$ cat src/rtl/bp_me_mem_fwd_arbiter.sv
// bp_me_mem_fwd_arbiter: shares one BedRock stream memory port among num_req_p
// requesters, with round-robin arbitration per message (the grant is held from
// the first to the last beat) and in-order steering of responses.
//
// Ports:
//   clk_i, reset_n_i      clock (rising edge) and async active-low reset
//   req_fwd_*             per-requester fwd streams in (header/data/v/last), ready out
//   req_rev_*             rev stream out; header/data/last broadcast, v one-hot to owner
//   mem_fwd_*             single fwd stream to memory
//   mem_rev_*             single rev stream from memory (responses in request order)
//   error_o               sticky: memory sent a rev beat with nothing outstanding
//
// Latency: 0 cycles through both muxes; throughput 1 beat/cycle each direction.
// Backpressure: mem_fwd ready goes to the granted requester only; mem_rev ready
// follows the owner's ready. A full tag FIFO blocks new grants.

// Tag FIFO: in-order record of which requester owns each outstanding message.
//   push_i/data_i  enqueue a requester index (ignored when full)
//   pop_i          dequeue the head (ignored when empty)
//   data_o         head tag; full_o/empty_o status from registered count only
module bp_me_mem_fwd_arbiter_tag_fifo #(
  parameter int width_p = 1,
  parameter int els_p   = 4
) (
  input  logic               clk_i,
  input  logic               reset_n_i,
  input  logic               push_i,
  input  logic [width_p-1:0] data_i,
  input  logic               pop_i,
  output logic [width_p-1:0] data_o,
  output logic               full_o,
  output logic               empty_o
);

  localparam int lg_els_lp = (els_p > 1) ? $clog2(els_p) : 1;

  logic [width_p-1:0]   mem_r [els_p];
  logic [lg_els_lp-1:0] wptr_r;
  logic [lg_els_lp-1:0] rptr_r;
  logic [lg_els_lp:0]   count_r;
  logic                 do_push;
  logic                 do_pop;

  // Status comes only from the registered count, so a pop never opens room for
  // a push in the same cycle and there is no rev->fwd combinational path.
  assign full_o  = (count_r == (lg_els_lp+1)'(els_p));
  assign empty_o = (count_r == '0);
  assign do_push = push_i & ~full_o;
  assign do_pop  = pop_i & ~empty_o;
  assign data_o  = mem_r[rptr_r];

  always_ff @(posedge clk_i) begin
    if (do_push) begin
      mem_r[wptr_r] <= data_i;
    end
  end

  // Depth is a power of two, so the pointers wrap by natural overflow.
  always_ff @(posedge clk_i or negedge reset_n_i) begin
    if (!reset_n_i) begin
      wptr_r  <= '0;
      rptr_r  <= '0;
      count_r <= '0;
    end else begin
      if (do_push) begin
        wptr_r <= wptr_r + 1'b1;
      end
      if (do_pop) begin
        rptr_r <= rptr_r + 1'b1;
      end
      case ({do_push, do_pop})
        2'b10:   count_r <= count_r + 1'b1;
        2'b01:   count_r <= count_r - 1'b1;
        default: count_r <= count_r;
      endcase
    end
  end

endmodule

module bp_me_mem_fwd_arbiter #(
  parameter int num_req_p      = 2,
  parameter int header_width_p = 128,
  parameter int data_width_p   = 64,
  parameter int outstanding_p  = 4
) (
  input  logic                                clk_i,
  input  logic                                reset_n_i,

  input  logic [num_req_p*header_width_p-1:0] req_fwd_header_i,
  input  logic [num_req_p*data_width_p-1:0]   req_fwd_data_i,
  input  logic [num_req_p-1:0]                req_fwd_v_i,
  input  logic [num_req_p-1:0]                req_fwd_last_i,
  output logic [num_req_p-1:0]                req_fwd_ready_and_o,

  output logic [num_req_p*header_width_p-1:0] req_rev_header_o,
  output logic [num_req_p*data_width_p-1:0]   req_rev_data_o,
  output logic [num_req_p-1:0]                req_rev_v_o,
  output logic [num_req_p-1:0]                req_rev_last_o,
  input  logic [num_req_p-1:0]                req_rev_ready_and_i,

  output logic [header_width_p-1:0]           mem_fwd_header_o,
  output logic [data_width_p-1:0]             mem_fwd_data_o,
  output logic                                mem_fwd_v_o,
  output logic                                mem_fwd_last_o,
  input  logic                                mem_fwd_ready_and_i,

  input  logic [header_width_p-1:0]           mem_rev_header_i,
  input  logic [data_width_p-1:0]             mem_rev_data_i,
  input  logic                                mem_rev_v_i,
  input  logic                                mem_rev_last_i,
  output logic                                mem_rev_ready_and_o,

  output logic                                error_o
);

  localparam int lg_req_lp = (num_req_p > 1) ? $clog2(num_req_p) : 1;

  typedef enum logic [0:0] {
    e_idle = 1'b0,
    e_lock = 1'b1
  } state_e;

  state_e                 state_r, state_n;
  logic [lg_req_lp-1:0]   grant_r, grant_n;
  logic [lg_req_lp-1:0]   rr_r, rr_n;

  logic [lg_req_lp-1:0]   cand;
  logic                   cand_v;
  logic [lg_req_lp-1:0]   sel;
  logic                   fwd_open;
  logic                   push;

  logic [lg_req_lp-1:0]   head_tag;
  logic                   fifo_full;
  logic                   fifo_empty;
  logic                   rev_open;
  logic                   pop;
  logic                   error_r;

  function automatic logic [lg_req_lp-1:0] wrap_inc(input logic [lg_req_lp-1:0] a);
    return (int'(a) == num_req_p - 1) ? '0 : a + 1'b1;
  endfunction

  // Round-robin candidate: first valid requester scanning rr_r, rr_r+1, ...
  // Scanning from the farthest offset down lets the nearest one win.
  always_comb begin
    cand   = rr_r;
    cand_v = 1'b0;
    for (int i = num_req_p - 1; i >= 0; i--) begin
      if (req_fwd_v_i[lg_req_lp'((int'(rr_r) + i) % num_req_p)]) begin
        cand   = lg_req_lp'((int'(rr_r) + i) % num_req_p);
        cand_v = 1'b1;
      end
    end
  end

  always_ff @(posedge clk_i or negedge reset_n_i) begin
    if (!reset_n_i) begin
      state_r <= e_idle;
      grant_r <= '0;
      rr_r    <= '0;
    end else begin
      state_r <= state_n;
      grant_r <= grant_n;
      rr_r    <= rr_n;
    end
  end

  // Next state plus mux select. fwd_open says the selected requester is
  // connected to memory this cycle; in IDLE it also requires a free tag slot.
  always_comb begin
    state_n  = state_r;
    grant_n  = grant_r;
    rr_n     = rr_r;
    sel      = cand;
    fwd_open = 1'b0;
    push     = 1'b0;
    case (state_r)
      e_idle: begin
        sel      = cand;
        fwd_open = cand_v & ~fifo_full;
        if (fwd_open & mem_fwd_ready_and_i) begin
          push = 1'b1;
          if (req_fwd_last_i[cand]) begin
            rr_n = wrap_inc(cand);
          end else begin
            grant_n = cand;
            state_n = e_lock;
          end
        end
      end
      e_lock: begin
        // The tag was pushed on the first beat; the rest of the message only
        // needs the mux held. A dropped valid simply stalls here.
        sel      = grant_r;
        fwd_open = 1'b1;
        if (req_fwd_v_i[grant_r] & mem_fwd_ready_and_i & req_fwd_last_i[grant_r]) begin
          rr_n    = wrap_inc(grant_r);
          state_n = e_idle;
        end
      end
      default: begin
        state_n = e_idle;
      end
    endcase
  end

  // Fwd mux. Valid/ready are forced low while reset is asserted.
  assign mem_fwd_header_o = req_fwd_header_i[int'(sel)*header_width_p +: header_width_p];
  assign mem_fwd_data_o   = req_fwd_data_i[int'(sel)*data_width_p +: data_width_p];
  assign mem_fwd_last_o   = req_fwd_last_i[sel];
  assign mem_fwd_v_o      = reset_n_i & fwd_open & req_fwd_v_i[sel];

  always_comb begin
    req_fwd_ready_and_o = '0;
    for (int i = 0; i < num_req_p; i++) begin
      req_fwd_ready_and_o[i] = reset_n_i & fwd_open & mem_fwd_ready_and_i
                             & (sel == lg_req_lp'(i));
    end
  end

  bp_me_mem_fwd_arbiter_tag_fifo #(
    .width_p (lg_req_lp),
    .els_p   (outstanding_p)
  ) tag_fifo (
    .clk_i     (clk_i),
    .reset_n_i (reset_n_i),
    .push_i    (push),
    .data_i    (sel),
    .pop_i     (pop),
    .data_o    (head_tag),
    .full_o    (fifo_full),
    .empty_o   (fifo_empty)
  );

  // Rev path: the head tag owns every beat until the beat marked last.
  assign rev_open            = reset_n_i & ~fifo_empty;
  assign mem_rev_ready_and_o = rev_open & req_rev_ready_and_i[head_tag];
  assign pop                 = mem_rev_v_i & mem_rev_ready_and_o & mem_rev_last_i;

  assign req_rev_header_o = {num_req_p{mem_rev_header_i}};
  assign req_rev_data_o   = {num_req_p{mem_rev_data_i}};
  assign req_rev_last_o   = {num_req_p{mem_rev_last_i}};

  always_comb begin
    req_rev_v_o = '0;
    for (int i = 0; i < num_req_p; i++) begin
      req_rev_v_o[i] = rev_open & mem_rev_v_i & (head_tag == lg_req_lp'(i));
    end
  end

  // A response with nothing outstanding cannot be routed; flag it and hold.
  always_ff @(posedge clk_i or negedge reset_n_i) begin
    if (!reset_n_i) begin
      error_r <= 1'b0;
    end else if (mem_rev_v_i & fifo_empty) begin
      error_r <= 1'b1;
    end
  end

  assign error_o = error_r;

endmodule
$ cat config.mk
export PLATFORM = sky130hd
export DESIGN_NAME = bp_me_mem_fwd_arbiter
export DESIGN_NICKNAME = d
export VERILOG_FILES = /design/src/rtl/bp_me_mem_fwd_arbiter.sv
export SDC_FILE = /design/constraint.sdc
export NUM_CORES = 1
export LEC_CHECK = 0
export BUFFER_PORTS_ARGS = -buffer_cell sky130_fd_sc_hd__buf_2
export CELL_PAD_IN_SITES_DETAIL_PLACEMENT = 1
export CELL_PAD_IN_SITES_GLOBAL_PLACEMENT = 1
export CORE_AREA = 2 2 456 458
export CTS_CLUSTER_DIAMETER = 120
export DETAILED_ROUTE_END_ITERATION = 6
export DIE_AREA = 0 0 458 460
export GPL_ROUTABILITY_DRIVEN = 1
export PLACE_DENSITY = 0.3
export SLEW_MARGIN = 20
export SYNTH_ARGS = -nofsm -noshare
export SYNTH_HDL_FRONTEND = slang
export SYNTH_SLANG_ARGS = --single-unit
$ cat constraint.sdc
create_clock -name clk_i -period 6.4 [get_ports clk_i]
set_clock_uncertainty 0.05 [all_clocks]
set_input_delay 0.64 -clock clk_i [delete_from_list [all_inputs] [get_ports clk_i]]
set_output_delay 0.64 -clock clk_i [all_outputs]
set_load 0.01 [all_outputs]
==> results of run 1 <==
==> power by group <==
part | total, mW | internal [mW] | switching, mW
combinational | 3.35 | 0.898 | 2.46
sequential | 0.190 | 0.139 | 0.0507
clock | 0.125 | 0.0836 | 0.0410
total | 3.67 | 1.12 | 2.55
==> metal layers <==
layer	vias up	part of all wire, %	GRT usage (%)
met5	-	0.31	0.276
met4	40	4.0	3.11
met3	277	23	10.3
met2	919	44	15.4
met1	3299	28	7.98
li1	3281	-	-
==> state kept, by name (all words and copies together) (netlist names) <==
signal / flops
tag_fifo.mem_r: 4
tag_fifo.count_r: 3
tag_fifo.rptr_r: 2
tag_fifo.wptr_r: 2
error_o: 1
grant_r: 1
rr_r: 1
state_r: 1
==> layout by cell type, fill, tap and decap left out, drive strengths merged <==
| master | synthesis | routed |
|---|---|---|
| buf | 420 | 602 |
| nand2 | 587 | 587 |
| diode | 0 | 15 |
| dfrtp | 11 | 11 |
| mux2i | 8 | 8 |
| inv | 7 | 7 |
| nor2 | 5 | 5 |
| and2 | 5 | 5 |
| o21ai | 5 | 5 |
| ha | 5 | 5 |
| edfxtp | 4 | 4 |
| nand3 | 3 | 3 |
| xor2 | 3 | 3 |
| clkbuf | 9 | 3 |
| nor3b | 3 | 3 |
| nor2b | 2 | 2 |
| a21oi | 2 | 2 |
| a31oi | 2 | 2 |
| xnor2 | 2 | 2 |
| o31ai | 2 | 2 |
| nor3 | 2 | 2 |
| o311a | 1 | 1 |
| o211ai | 1 | 1 |
| nand2b | 1 | 1 |
| a41oi | 1 | 1 |
| a21o | 1 | 1 |
| o21a | 1 | 1 |
| o22a | 1 | 1 |
| mux2 | 1 | 1 |
| fa | 1 | 1 |
| clkinv | 0 | 1 |
==> final cells by class <==
type | instances | area share (%)
timing repair buffer | 602 | 31.5
inverter | 7 | 0.350
sequential | 15 | 4.10
multi-input combinational | 645 | 27.7
clock buffer | 3 | 0.779
clock inverter | 1 | 0.0519
antenna | 15 | 0.389
tap | 2704 | 35.1
==> cell families after synthesis <==
family,after synthesis
adders and majority gates,6
buffers and inverters,436
muxes,9
DFF,15
AOI/OAI and AO/OA,17
xor gates and xnor gates,5
and+or+nand+nor,608
==> metrics by stage <==
step	instances	hold slack, ns
floorplan	1096	0.294
global placement	3973	0.390
detailed placement	3973	0.398
CTS	3977	0.252
global route	3980	0.260
finish	3992	0.248
==> path summary, 6_finish.rpt <==
| check | depth (start not counted) | endpoint | slack (ns) | startpoint |
|---|---|---|---|---|
| hold reg to reg | 1 | error_o | 0.41 | error_o |
| setup reg to reg | 10 | tag_fifo.count_r[2] | 3.79 | tag_fifo.rptr_r[1] |
| hold / removal | 1 | error_o | 0.25 | reset_n_i |
| min in group clk_i | 1 | error_o | 0.41 | error_o |
| max in group asynchronous | 1 | tag_fifo.rptr_r[0] | 5.79 | reset_n_i |
| setup / recovery | 6 | mem_fwd_header_o[106] | 2.52 | state_r |
==> critical path: stages, from the launching register on <==
cell and delay, ns:
dfrtp_1 0.53, mux2i_4 0.38, buf_4 0.59, buf_4 0.70, nand2_1 0.22, nand2_1 0.13
buf_2 0.16
==> flow_metrics.py, run 1 <==
metrics = {
    "sta": {
        "maxSlewHeadroom_pct": 33.0,
        "worst_pin_slew_ns": 1.00,
        "finalSetupViolations": 0,
        "maxClockFrequency_mhz": 258,
        "min_period_ns": 3.88,
        "final.setup.tns_ns": 0,
        "rsz0062_at_grt": "false",
        "min_period_over_period_pct": 60.7,
        "hold_viol": 0,
        "setup_slack_ns": 2.52,
        "drv_slew": 0,
    },
    "global_routing": {
        "grt_pass1_wl_mm": 125,
        "antenna_found_initial": 65,
        "grt_use_total_pct": 9.69,
        "grt_pass1_vias": 8047,
        "gr-total-overflow": 0,
        "grt_max_degree": 82,
    },
    "yosys": {
        "yosysMostFrequentCell": "nand2_1",
        "synth_compound_area_share_pct": 1.81,
        "synth-xor-area-share_pct": 0.703,
        "netlist.area_leader.share_pct": 48.3,
        "synth-seq-cells": 15,
        "ys_types": 34,
        "synthMuxAreaShare_pct": 1.67,
        "ys_async_sr_fraction_pct": 73.3,
        "yosysTopAreaCell": "buf_4",
        "ys_seq_area_share_pct": 6.34,
        "synth_edf_count": 4,
        "syn_area_um2": 6230,
        "synth_top_family_by_area": "buffers and inverters",
        "syn_area_per_cell_um2": 5.69,
        "synthCells": 1096,
        "synth_flop_cell": "dfrtp_1",
        "synthAdderAreaFrac_pct": 1.32,
        "synthesis.nets": 1689,
        "synthSimpleGateAreaFrac_pct": 37.4,
        "synth_area_leaders": "buf_4 48%, nand2_1 35%, dfrtp_1 4.4%",
        "synthTopCellsByCount": "587 x nand2_1, 401 x buf_4, 19 x buf_2",
        "ys_warn_count": 0,
    },
    "power_and_ir_drop": {
        "power_leakage_nw": 4.54,
        "power_density_nw_per_um2": 380,
        "finalPower_mw": 3.67,
        "peakVddDrop_uv": 296,
    },
    "final_layout": {
        "syn_to_final_growth_pct": 54.7,
        "post-route-util_pct": 4.68,
        "design_area_um2": 9640,
        "fillers": 25100,
        "layout-drive-gt1-share_pct": 48.1,
        "multi_input_area_um2": 2670,
        "final-seq-area_um2": 395,
        "num-nets-final": 1867,
    },
    "placement": {
        "hpwl_mm": 103,
        "post_dp_cell_area_um2": 9530,
        "dp_slack_ns": 2.66,
        "gp_congestion": 0.854,
        "portBuffers": 596,
    },
    "clock_network": {
        "cts-resized-gates": 0,
        "clkLatencyLatePin_ns": 0.25,
        "cts_buffer_depth": 2,
        "holdBufCountCts": 0,
        "cts_tree": "yes",
        "h-tree-depth": 1,
        "postCtsSetupRepairBufs": 0,
        "clk_pin_slew_worst_paths_ns": 0.05,
        "cts_made_buffers": 3,
        "clock-sinks": 15,
        "cts_root_buf": "clkbuf_16",
    },
    "floorplan": {
        "initial_core_util_pct": 3.03,
        "io-pin-count": 1173,
        "dieArea_um2": 211000,
        "die_y_um": 460,
        "rows": 167,
        "fp.dieW_um": 458,
        "core_area_um2": 206000,
    },
    "detailed_routing": {
        "drt_iter0_drc": 354,
        "dr.pass1.iters": 5,
        "drcViolationCount": 0,
        "wirelength_mm": 108,
        "dr_total_vias": 7816,
        "wl_per_cell_um": 27.1,
        "vias_per_cell": 1.96,
        "ant_nets": 0,
    },
    "setup_path": {
        "cp-end-kind": "output port",
        "path_max_fanout": 68,
        "cp-start-kind": "register",
        "crit_arrival_ns": 3.19,
        "path_class": "register to output port",
        "worstPathRequired_ns": 5.71,
    },
    "run": {
        "drv_cap": 0,
    },
    "worst_hold_path": {
        "hp-class": "input port to asynchronous set/reset pin",
    },
    "run_status": {
        "status": "complete, no violations",
    },
}
No activity file was read; power rests on OpenSTA's default activity.
==> run 2, diff against run 1 <==
ABC_AREA = 1   (was not set)
CORE_AREA = 2 2 460 462   (was 2 2 456 458)
DIE_AREA = 0 0 462 464   (was 0 0 458 460)
clock period = 3.7 ns   (was 6.4 ns; I/O delays follow)
==> run 2 against run 1 <==
Effect of this change:
- non-clock buffer count is 1 higher
- clock-buffer cell count unchanged
- wire length grew 9.0%
- worst hold slack lost 0.22 ns
- sequential power grew 56%
- synthesized cell count grew 2.4%
- via count grew 5.3%
- power rose by 77%
- sequential share of layout area is 0.073 points lower
- setup slack got worse by 2.0 ns
- flip-flop and latch count unchanged
- die area is 1.8% higher
==> flow_metrics.py, run 2 <==
metrics = {
    "final_layout": {
        "largest_reg_flops": 4,
        "largest_register": "tag_fifo.mem_r",
        "syn_to_final_growth_pct": 56.8,
        "layout-drive-gt1-share_pct": 47.0,
        "mostFrequentLayoutCell": "nand2_1",
        "design_area_um2": 9820,
        "final_cell_mix": "609 x nand2_1, 596 x buf_2, 19 x inv_1",
        "largest_registers": "tag_fifo.mem_r x4, tag_fifo.count_r x3",
        "num-nets-final": 1895,
        "fillers": 25500,
    },
    "detailed_routing": {
        "dr.pass1.iters": 4,
        "dr_total_vias": 8234,
        "vias_per_cell": 1.99,
        "ant_nets": 0,
        "drcViolationCount": 0,
        "wl_per_cell_um": 28.6,
        "drt_iter0_drc": 365,
        "wirelength_mm": 118,
    },
    "sta": {
        "worst_pin_slew_ns": 0.743,
        "drv_slew": 0,
        "min_period_over_period_pct": 86.5,
        "finalSetupViolations": 0,
        "setup_slack_ns": 0.499,
        "rsz0062_at_grt": "false",
        "final.setup.tns_ns": 0,
        "min_period_ns": 3.20,
        "maxSlewHeadroom_pct": 50.5,
        "maxClockFrequency_mhz": 312,
        "hold_viol": 0,
    },
    "global_routing": {
        "antenna_found_initial": 147,
        "grt-busiest-layer": "met2",
        "gr-total-overflow": 0,
        "grtUsageMet3_pct": 10.3,
        "grt_max_degree": 106,
        "grt.met2_usage_pct": 18.0,
        "grt_pass1_vias": 8301,
        "use_met1_pct": 7.94,
        "grt_pass1_wl_mm": 135,
        "grt_use_total_pct": 10.4,
    },
    "floorplan": {
        "io-pin-count": 1173,
        "dieArea_um2": 214000,
        "rows": 168,
        "die_y_um": 464,
        "fp.dieW_um": 462,
        "core_area_um2": 209000,
        "initial_core_util_pct": 2.99,
    },
    "setup_path": {
        "crit_top_cell": "nand2_1",
        "worstPathRequired_ns": 3.28,
        "cp-end-kind": "output port",
        "crit_buf_inv": 4,
        "critPathMaxStageDelay_ns": 0.61,
        "crit_arrival_ns": 2.78,
        "path_max_fanout": 82,
        "cp-start-kind": "register",
        "path_class": "register to output port",
        "crit_family": "buffers and inverters",
        "crit_chain": "inv_2 -> nand2_1 -> nand2_8 -> inv_8 -> buf_12 -> nand2_1 -> nand2_1 -> buf_2",
        "cpMaxStageDelayCell": "inv_8",
    },
    "clock_network": {
        "holdBufCountCts": 0,
        "cts_buffer_depth": 2,
        "clkLatencyLatePin_ns": 0.25,
        "cts_tree": "yes",
        "clock-sinks": 15,
        "cts-resized-gates": 0,
        "clk_pin_slew_worst_paths_ns": 0.05,
        "h-tree-depth": 1,
        "cts_made_buffers": 3,
        "postCtsSetupRepairBufs": 0,
        "cts_root_buf": "clkbuf_16",
    },
    "power_and_ir_drop": {
        "power_density_nw_per_um2": 661,
        "power_leakage_nw": 4.64,
        "peakVddDrop_uv": 270,
        "finalPower_mw": 6.49,
    },
    "yosys": {
        "yosysTopAreaCell": "buf_4",
        "ys_seq_area_share_pct": 6.31,
        "synthTopCellsByCount": "609 x nand2_1, 392 x buf_4, 19 x inv_1",
        "syn_area_um2": 6260,
        "synth_area_leaders": "buf_4 47%, nand2_1 37%, dfrtp_1 4.4%",
        "netlist.area_leader.share_pct": 47.0,
        "synth_flop_cell": "dfrtp_1",
        "synthCells": 1122,
        "ys_warn_count": 0,
        "synth_edf_count": 4,
        "yosysMostFrequentCell": "nand2_1",
        "synth-seq-cells": 15,
        "ys_async_sr_fraction_pct": 73.3,
        "ys_types": 23,
        "syn_area_per_cell_um2": 5.58,
        "synthesis.nets": 1715,
    },
    "worst_hold_path": {
        "hp-class": "input port to asynchronous set/reset pin",
    },
    "run_status": {
        "status": "complete, no violations",
    },
    "placement": {
        "gp_congestion": 0.819,
        "portBuffers": 596,
        "post_dp_cell_area_um2": 9670,
        "dp_slack_ns": 0.538,
        "hpwl_mm": 111,
    },
    "run": {
        "drv_cap": 0,
    },
}
[run 2: power breakdown]
group	switching [mW]	leakage [nW]	total, mW	internal (mW)
Clock	0.0743	0.0410	0.219	0.145
Combinational	4.34	4.43	5.97	1.63
Sequential	0.0554	0.166	0.296	0.241
[run 2: per-layer routing]
| metal | vias to the layer above | wire (µm) |
|---|---|---|
| met5 | - | 705 |
| met4 | 102 | 5330 |
| met3 | 440 | 26000 |
| met2 | 959 | 55200 |
| met1 | 3376 | 30800 |
| li1 | 3357 | - |
[run 2: area by class of cell]
type	count	area (µm²)	area share, %
tap	2805	3510	35.8
timing repair buffer	603	3070	31.3
multi-input combinational	658	2610	26.6
sequential	15	395	4.03
inverter	21	86.3	0.879
clock buffer	3	75.1	0.765
antenna	25	62.6	0.637
clock inverter	1	5.00	0.0510
[run 2: final timing paths]
| kind | start | to | slack [ns] | cells past startpoint |
|---|---|---|---|---|
| max in group asynchronous | reset_n_i | state_r | 3.40 | 2 |
| worst max-delay path | state_r | mem_fwd_header_o[120] | 0.50 | 8 |
| worst min-delay path | reset_n_i | tag_fifo.count_r[0] | 0.02 | 2 |
| worst min register to register | error_o | error_o | 0.42 | 1 |
| min in group clk_i | mem_rev_v_i | error_o | 0.34 | 3 |
| worst max register to register | tag_fifo.count_r[0] | tag_fifo.count_r[2] | 1.15 | 12 |
[run 2: cells by family after synthesis]
family,share of synthesized area (%)
xor gates and xnor gates,0.560
DFF,6.31
buffers and inverters,52.2
AOI/OAI and AO/OA,0.919
and+or+nand+nor,38.7
adders and majority gates,1.32
[run 2: per-stage QoR]
stage                     utilization (%)  hold slack (ns)  std cells
final                                4.69           0.0249       4131
after global routing                 4.68           0.0502       4117
after CTS                            4.66           0.0305       4106
after detailed placement             4.63            0.295       4102
after global placement               4.63            0.297       4102
after floorplan                         -           0.0244       1122
[run 2: worst register-to-register path, delay by kind of cell, from the launching register on]
kind	cells	cell delay [ns]
buf+inv	3	0.26
xor+xnor	1	0.16
simple gates	4	0.76
fa+ha+maj	2	0.57
flops	1	0.36
compound gates	2	0.27
==> run 3, diff against run 2 <==
PLACE_DENSITY = not set   (was 0.3)
PLACE_DENSITY_LB_ADDON = 0.1   (was not set)
==> run 3 against run 2 <==
Effect of this change:
- final cell count about the same
- sequential share of layout area about the same
- register-to-register slack improved by 0.06 ns
- critical path depth unchanged
- first-iteration DRC count decreased by 47%
- power decreased by 3.3%
- via count decreased by 12%
- fmax increased by 11%
- die area unchanged
- critical path type unchanged
- critical endpoint is now mem_fwd_header_o[121]
==> flow_metrics.py, run 3 (synthesis results as in run 2) <==
metrics = {
    "placement": {
        "hpwl_mm": 65.2,
        "post_dp_cell_area_um2": 9710,
        "dp_slack_ns": 0.881,
        "portBuffers": 596,
        "gp_congestion": 0.727,
        "dpl.cell_count": 4105,
    },
    "floorplan": {
        "die_y_um": 464,
        "initial_core_util_pct": 2.99,
        "io-pin-count": 1173,
        "rows": 168,
        "core_area_um2": 209000,
        "dieArea_um2": 214000,
        "fp.dieW_um": 462,
    },
    "global_routing": {
        "grt_use_total_pct": 6.27,
        "grt_pass1_wl_mm": 88.1,
        "grt_max_degree": 67,
        "antenna_found_initial": 35,
        "gr-total-overflow": 0,
        "grt_pass1_vias": 7970,
    },
    "sta": {
        "finalSetupViolations": 0,
        "worst_pin_slew_ns": 0.746,
        "maxClockFrequency_mhz": 347,
        "setup_slack_ns": 0.819,
        "rsz0062_at_grt": "false",
        "min_period_over_period_pct": 77.9,
        "hold_ws_ns": 0.0303,
        "min_period_ns": 2.88,
        "maxSlewHeadroom_pct": 50.3,
        "final.setup.tns_ns": 0,
        "drv_slew": 0,
        "hold_viol": 0,
    },
    "final_layout": {
        "mostFrequentLayoutCell": "nand2_1",
        "fillers": 25400,
        "largest_reg_flops": 4,
        "layout-drive-gt1-share_pct": 47.0,
        "post-route-util_pct": 4.70,
        "num-nets-final": 1898,
        "design_area_um2": 9840,
        "largest_registers": "tag_fifo.mem_r x4, tag_fifo.count_r x3",
        "fin_cells": 4129,
        "final_cell_mix": "609 x nand2_1, 596 x buf_2, 19 x inv_1",
        "largest_register": "tag_fifo.mem_r",
        "syn_to_final_growth_pct": 57.1,
    },
    "detailed_routing": {
        "ant_nets": 0,
        "dr_total_vias": 7243,
        "drcViolationCount": 0,
        "dr.pass1.iters": 4,
        "wl_per_cell_um": 17.4,
        "drt_iter0_drc": 192,
        "vias_per_cell": 1.75,
        "wirelength_mm": 71.7,
    },
    "setup_path": {
        "crit_arrival_ns": 2.46,
        "crit_chain": "inv_2 -> nand2_1 -> nand2_8 -> inv_8 -> buf_12 -> nand2_1 -> nand2_1 -> buf_2",
        "r2r_slack_ns": 1.21,
        "path_class": "register to output port",
        "cp-start-kind": "register",
        "cpMaxStageDelayCell": "dfrtp_1",
        "crit_family": "buffers and inverters",
        "worstPathRequired_ns": 3.28,
        "crit_buf_inv": 4,
        "critPathMaxStageDelay_ns": 0.40,
        "crit_top_cell": "nand2_1",
        "path_max_fanout": 52,
        "cp-end-kind": "output port",
    },
    "power_and_ir_drop": {
        "power_leakage_nw": 4.66,
        "peakVddDrop_uv": 340,
        "power_density_nw_per_um2": 638,
        "finalPower_mw": 6.27,
    },
    "clock_network": {
        "cts-resized-gates": 0,
        "cts_made_buffers": 3,
        "cts_root_buf": "clkbuf_16",
        "h-tree-depth": 1,
        "postCtsSetupRepairBufs": 0,
        "clock-sinks": 15,
        "cts_tree": "yes",
        "holdBufCountCts": 0,
        "clk_pin_slew_worst_paths_ns": 0.05,
        "cts_buffer_depth": 2,
        "clkLatencyLatePin_ns": 0.25,
    },
    "run": {
        "drv_cap": 0,
    },
    "run_status": {
        "status": "complete, no violations",
    },
    "worst_hold_path": {
        "hp-class": "input port to asynchronous set/reset pin",
    },
}
## run 3: cell types whose count changed in the layout (fill, tap and decap cells not counted)
cell and delta:
clkbuf_1 +1, clkinv_2 -1, diode_2 -5, buf_12 +1
buf_4 +2
## run 3: final timing paths
path	start	end	depth (start not counted)
max	state_r	mem_fwd_header_o[121]	8
min	reset_n_i	tag_fifo.rptr_r[1]	2
max reg2reg	tag_fifo.rptr_r[0]	tag_fifo.count_r[2]	13
min reg2reg	tag_fifo.count_r[0]	tag_fifo.count_r[0]	1
max in group asynchronous	reset_n_i	tag_fifo.count_r[1]	2
min in group clk_i	mem_rev_v_i	error_o	3
## run 3: final cells by class
cell class / instances / area [µm²] / area share (%)
multi-input cells: 658 / 2610 / 26.5
inverters: 21 / 86.3 / 0.878
clock buffers: 4 / 78.8 / 0.801
well taps: 2805 / 3510 / 35.7
repair buffers: 606 / 3110 / 31.6
diodes: 20 / 50.0 / 0.509
flip-flops and latches: 15 / 395 / 4.02
## run 3: report_power, final
group / internal (mW) / switching, mW / leakage, nW
clock: 0.146 / 0.0763 / 0.0383
sequential: 0.240 / 0.0555 / 0.166
combinational: 1.68 / 4.08 / 4.45
## run 3: per-layer routing
metal  wire length, µm  global-route usage [%]  share of wire [%]  vias up
met1             26000                    6.60                 36     3155
li1                  -                       -                  -     3345
met3              8700                    3.02                 12      168
met2             35200                    11.2                 49      555
met4              1600                    1.36                2.2       20
met5               151                   0.158               0.21        -
